`config.mk`:
```
export PLATFORM = sky130hd
export DESIGN_NAME = riscv_crypto_aes_col_seq
export DESIGN_NICKNAME = d
export VERILOG_FILES = /design/src/rtl/riscv_crypto_aes_pkg.sv /design/src/rtl/riscv_crypto_aes_col_seq.sv
export SDC_FILE = /design/constraint.sdc
export NUM_CORES = 1
export LEC_CHECK = 0
export ABC_AREA = 1
export BUFFER_PORTS_ARGS = -buffer_cell sky130_fd_sc_hd__buf_2
export CAP_MARGIN = 20
export CORE_MARGIN = 2
export CORE_UTILIZATION = 50
export CTS_CLUSTER_SIZE = 24
export DETAILED_ROUTE_END_ITERATION = 8
export GPL_TIMING_DRIVEN = 0
export PLACE_DENSITY = 0.77
export SLEW_MARGIN = 20
export SYNTH_ARGS = -nofsm -noshare
export SYNTH_HDL_FRONTEND = slang
export SYNTH_SLANG_ARGS = --single-unit
```
`constraint.sdc`:
```
create_clock -name g_clk -period 2 [get_ports g_clk]
set_clock_uncertainty 0.1 [all_clocks]
set_input_delay 0.2 -clock g_clk [delete_from_list [all_inputs] [get_ports g_clk]]
set_output_delay 0.2 -clock g_clk [all_outputs]
set_load 0.03 [all_outputs]
```
`src/rtl/riscv_crypto_aes_pkg.sv`:
```
// Shared types and constants for the AES column sequencer and its neighbours.
package riscv_crypto_aes_pkg;

  localparam int unsigned AES_COL_STEPS = 4;
  localparam int unsigned STEP_W        = 2;
  localparam int unsigned WORD_W        = 32;
  localparam int unsigned OP_W          = 4;

  typedef enum logic [1:0] {IDLE, RUN, DONE} aes_col_state_e;

  // ShiftRows walks the state forward; InvShiftRows walks it backward.
  function automatic logic [STEP_W-1:0] col_index(input logic [STEP_W-1:0] j,
                                                  input logic [STEP_W-1:0] step,
                                                  input logic              dec);
    return dec ? STEP_W'(j - step) : STEP_W'(j + step);
  endfunction

  // Opcode strobes packed as {encs, encsm, decs, decsm}.
  function automatic logic [OP_W-1:0] op_sel(input logic dec, input logic mix);
    return {~dec & ~mix, ~dec & mix, dec & ~mix, dec & mix};
  endfunction

endpackage

```
`src/rtl/riscv_crypto_aes_col_seq.sv`:
```
// Issues four byte-wise saes32 operations to build one AES round output column.
module riscv_crypto_aes_col_seq
  import riscv_crypto_aes_pkg::*;
(
  input  logic        g_clk,
  input  logic        g_rst,
  input  logic        in_valid,
  output logic        in_ready,
  input  logic        in_dec,
  input  logic        in_mix,
  input  logic [1:0]  in_col_idx,
  input  logic [31:0] in_s0,
  input  logic [31:0] in_s1,
  input  logic [31:0] in_s2,
  input  logic [31:0] in_s3,
  input  logic [31:0] in_rkey,
  output logic        out_valid,
  input  logic        out_ready,
  output logic [31:0] out_col,
  output logic [31:0] fu_rs1,
  output logic [31:0] fu_rs2,
  output logic [1:0]  fu_bs,
  output logic        fu_op_encs,
  output logic        fu_op_encsm,
  output logic        fu_op_decs,
  output logic        fu_op_decsm,
  input  logic [31:0] fu_rd
);

  localparam logic [STEP_W-1:0] LAST_STEP = STEP_W'(AES_COL_STEPS - 1);

  aes_col_state_e             state;
  logic [WORD_W-1:0]          acc;
  logic [STEP_W-1:0]          step;
  logic [STEP_W-1:0]          step_nxt;
  logic [3:0][WORD_W-1:0]     st;
  logic [3:0][WORD_W-1:0]     in_st;
  logic                       dec;
  logic                       col_j_unused_guard;
  logic [STEP_W-1:0]          col_j;
  logic [OP_W-1:0]            ops;

  assign in_st    = {in_s3, in_s2, in_s1, in_s0};
  assign step_nxt = step + STEP_W'(1);
  assign col_j_unused_guard = 1'b0;

  assign {fu_op_encs, fu_op_encsm, fu_op_decs, fu_op_decsm} = ops;

  // Single-process FSM; every output is a register updated here.
  always_ff @(posedge g_clk) begin
    if (g_rst) begin
      state     <= IDLE;
      acc       <= '0;
      step      <= '0;
      st        <= '0;
      dec       <= 1'b0;
      col_j     <= '0;
      in_ready  <= 1'b1;
      out_valid <= 1'b0;
      out_col   <= '0;
      fu_rs1    <= '0;
      fu_rs2    <= '0;
      fu_bs     <= '0;
      ops       <= '0;
    end else begin
      case (state)
        IDLE: begin
          if (in_valid) begin
            state    <= RUN;
            st       <= in_st;
            dec      <= in_dec;
            col_j    <= in_col_idx;
            acc      <= in_rkey;
            step     <= '0;
            in_ready <= 1'b0;
            // Step 0 selects column j in both directions.
            fu_rs1   <= in_rkey;
            fu_rs2   <= in_st[in_col_idx];
            fu_bs    <= '0;
            ops      <= op_sel(in_dec, in_mix);
          end
        end

        RUN: begin
          acc  <= fu_rd;
          step <= step_nxt;
          if (step == LAST_STEP) begin
            state     <= DONE;
            out_valid <= 1'b1;
            out_col   <= fu_rd;
            fu_rs1    <= '0;
            fu_rs2    <= '0;
            fu_bs     <= '0;
            ops       <= '0;
          end else begin
            fu_rs1 <= fu_rd;
            fu_rs2 <= st[col_index(col_j, step_nxt, dec)];
            fu_bs  <= step_nxt;
          end
        end

        DONE: begin
          if (out_ready) begin
            state     <= IDLE;
            out_valid <= 1'b0;
            in_ready  <= 1'b1;
          end
        end

        default: begin
          state    <= IDLE;
          in_ready <= 1'b1;
        end
      endcase
    end
  end

endmodule
```
==> results.ini <==
[floorplan]
die_area_sq_mm=0.0231
die_x_um=152
ios=304
rows=54
initial_utilization_pct=50.5
die_h_um=152
core_sq_mm=0.0217

[placement]
hpwlAfterDp_mm=29.9
pre_cts_ws_ns=-0.245
io_buffers=302
gp_congestion=0.920

[setup_path]
path_cells=inv_2, nand2_2, nor2_4, inv_2, clkbuf_4, buf_2, nor2_1, nor2_1
slowest_stage=dfxtp_1
arrival_ns=2.29
max_stage_delay_ns=0.35
cp.required_ns=2.33
cp_top_family=buffers and inverters
crit_path_start_kind=flip-flop
path_max_fanout=10
critPathBufInv=4
path_class=reg -> reg
cp-end-kind=flip-flop

[routing]
ant_nets=0
wire_per_inst_um=19.0
drt-total-wl_mm=45.6
vias=13659
viasPerCell=5.71
drcViolationCount=0
drtIter0Drc=1213
drtPass1Iterations=6

[finish]
final_layout_size_suffix_gt1_share_pct=22.8
area_growth_pct=44.8
final_common_cell=buf_2
num-nets-final=2297
fin_util_pct=73.1
diodes=0
final_cell_mix=348 x buf_2, 322 x nor2_1, 238 x dfxtp_1

[cts]
cts_made_buffers=26
htree_levels=1
cts_tree=done
clk_path_buf_depth=3
clk_latency_ns=0.54
clockRootBuffer=clkbuf_16
cts.clk_slew.worst_paths_ns=0.06
clock_sinks=239

[yosys]
syn_inst=1563
yosys_warnings=0
syn-num-nets=1765
synth-seq-area-share_pct=43.7
syn_area_per_cell_sq_um=7.01
synth_top_area_share_pct=43.7
netlist_area_sq_mm=0.0109
ys_ff_latch=239
synth_cell_types=23
yosysTopAreaCell=dfxtp_1
synth_area_leaders=dfxtp_1 44%, nor2_1 11%, o21ai_0 8.7%, nand3_1 7.6%, nand2_1 7.1%

[timing]
finalSetupViolCount=0
slew_violations=0
slew_headroom_pct=53.8
setup_ws_ns=0.0360
finalCriticalPeriod_ns=1.96
period_share_pct=98.2
hold_viol_final=0
worst_pin_slew_ns=0.693
max_freq_ghz=0.509

[run]
drv_cap=0

[grt]
grt_usage_pct=37.5
antenna_found_initial=0
overflow=0
grt_max_degree=14
grt_pass1_vias=13741
grt_first_pass_wirelength_mm=71.2

[power]
powerDensity_mw_per_mm2=891
irDropWorstVdd_v=0.000639
p_total_w=0.0141
p_leak_nw=7.67

[worst_hold_path]
hold_class=in -> reg

[run_status]
outcome=completed

==> worst min-delay path, delay by kind of cell <==
family                 cells  cell delay [ns]
AO/OA/AOI/OAI              1             0.06
buffers and inverters      2             0.25
AND/OR/NAND/NOR            3             0.23
==> area by class of cell <==
type,count,area (sq um)
multi-input combinational,1145,5420
inverter,52,195
timing repair buffer,504,3520
sequential,239,4790
fill,1628,5830
clock inverter,6,109
clock buffer,40,835
buffer,127,639
tap,280,350
==> flip-flops by register name, summed over array words and instances, names as in the netlist <==
| name | cells |
|---|---|
| state | 2 |
| ops | 4 |
| dec | 1 |
| out_valid | 1 |
| out_col | 32 |
| step | 2 |
| in_ready | 1 |
| fu_rs2 | 32 |
| col_j | 2 |
| fu_rs1 | 32 |
| st | 128 |
| fu_bs | 2 |
==> synthesized netlist by cell type, drive strengths merged <==
cell and instances:
ha 2, dfxtp 239, a21oi 77, a22oi 31, buf 71, nor2 325
o21ai 266, clkbuf 56, nand4 1, nand2 211, nand3 166, mux2i 32
o21a 1, clkinv 6, inv 46, or2 32, nor3 1
==> where the power goes <==
group / leakage (nW) / switching, W / total [W] / internal, W
logic: 5.23 / 0.00214 / 0.00347 / 0.00134
registers: 1.98 / 0.000218 / 0.00537 / 0.00515
clock network: 0.469 / 0.00205 / 0.00529 / 0.00324
total: 7.67 / 0.00440 / 0.0141 / 0.00973
==> per-layer routing <==
layer  vias to the layer above  share of wire, %  wire [um]  global-route usage (%)
met4                         0               5.7       2620                    21.4
li1                       6248                 -          -                       -
met1                      6276                38      17200                    44.6
met5                         -                 0          0                       0
met3                       213                10       4650                    8.21
met2                       922                46      21100                    62.5
==> cells by family after synthesis <==
kind of cell    synth area share, %
simple gates                   28.2
compound gates                 17.9
flops                          43.7
buf+inv                        7.11
mux                            2.93
fa+ha+maj                     0.229
==> worst paths after layout <==
path,from,to,slack [ns],cells after the start
setup / recovery,state[1]$_SDFFE_PP0P_,st[73]$_SDFFE_PP0P_,0.04,8
hold / removal,in_col_idx[1],fu_rs2[31]$_SDFFE_PP0P_,0.16,6
setup reg to reg,state[1]$_SDFFE_PP0P_,st[73]$_SDFFE_PP0P_,0.04,8
hold reg to reg,out_valid$_SDFFE_PP0P_,out_valid$_SDFFE_PP0P_,0.37,2
==> repair_timing <==
item | 4_1_cts | 5_1_grt
resized for setup | 17 | 31
setup endpoints to repair | 31 | 52
buffers inserted | 0 | 5
pin swaps | 0 | 4
hold buffers | 197 | 0
endpoints found under the hold margin | 204 | 0
==> through the flow <==
stage	hold slack [ns]	instance area, sq um	setup TNS [ns]	std cells
3_3_place_gp	0.338	12800	-3.87	2145
3_5_place_dp	0.347	12800	-5.26	2145
2_1_floorplan	0.169	10900	0	1563
6_report	0.157	15900	0	2393
5_1_grt	0.181	15900	-0.171	2393
4_1_cts	0.125	15800	0	2388
Power figures use the tool's default switching activity.
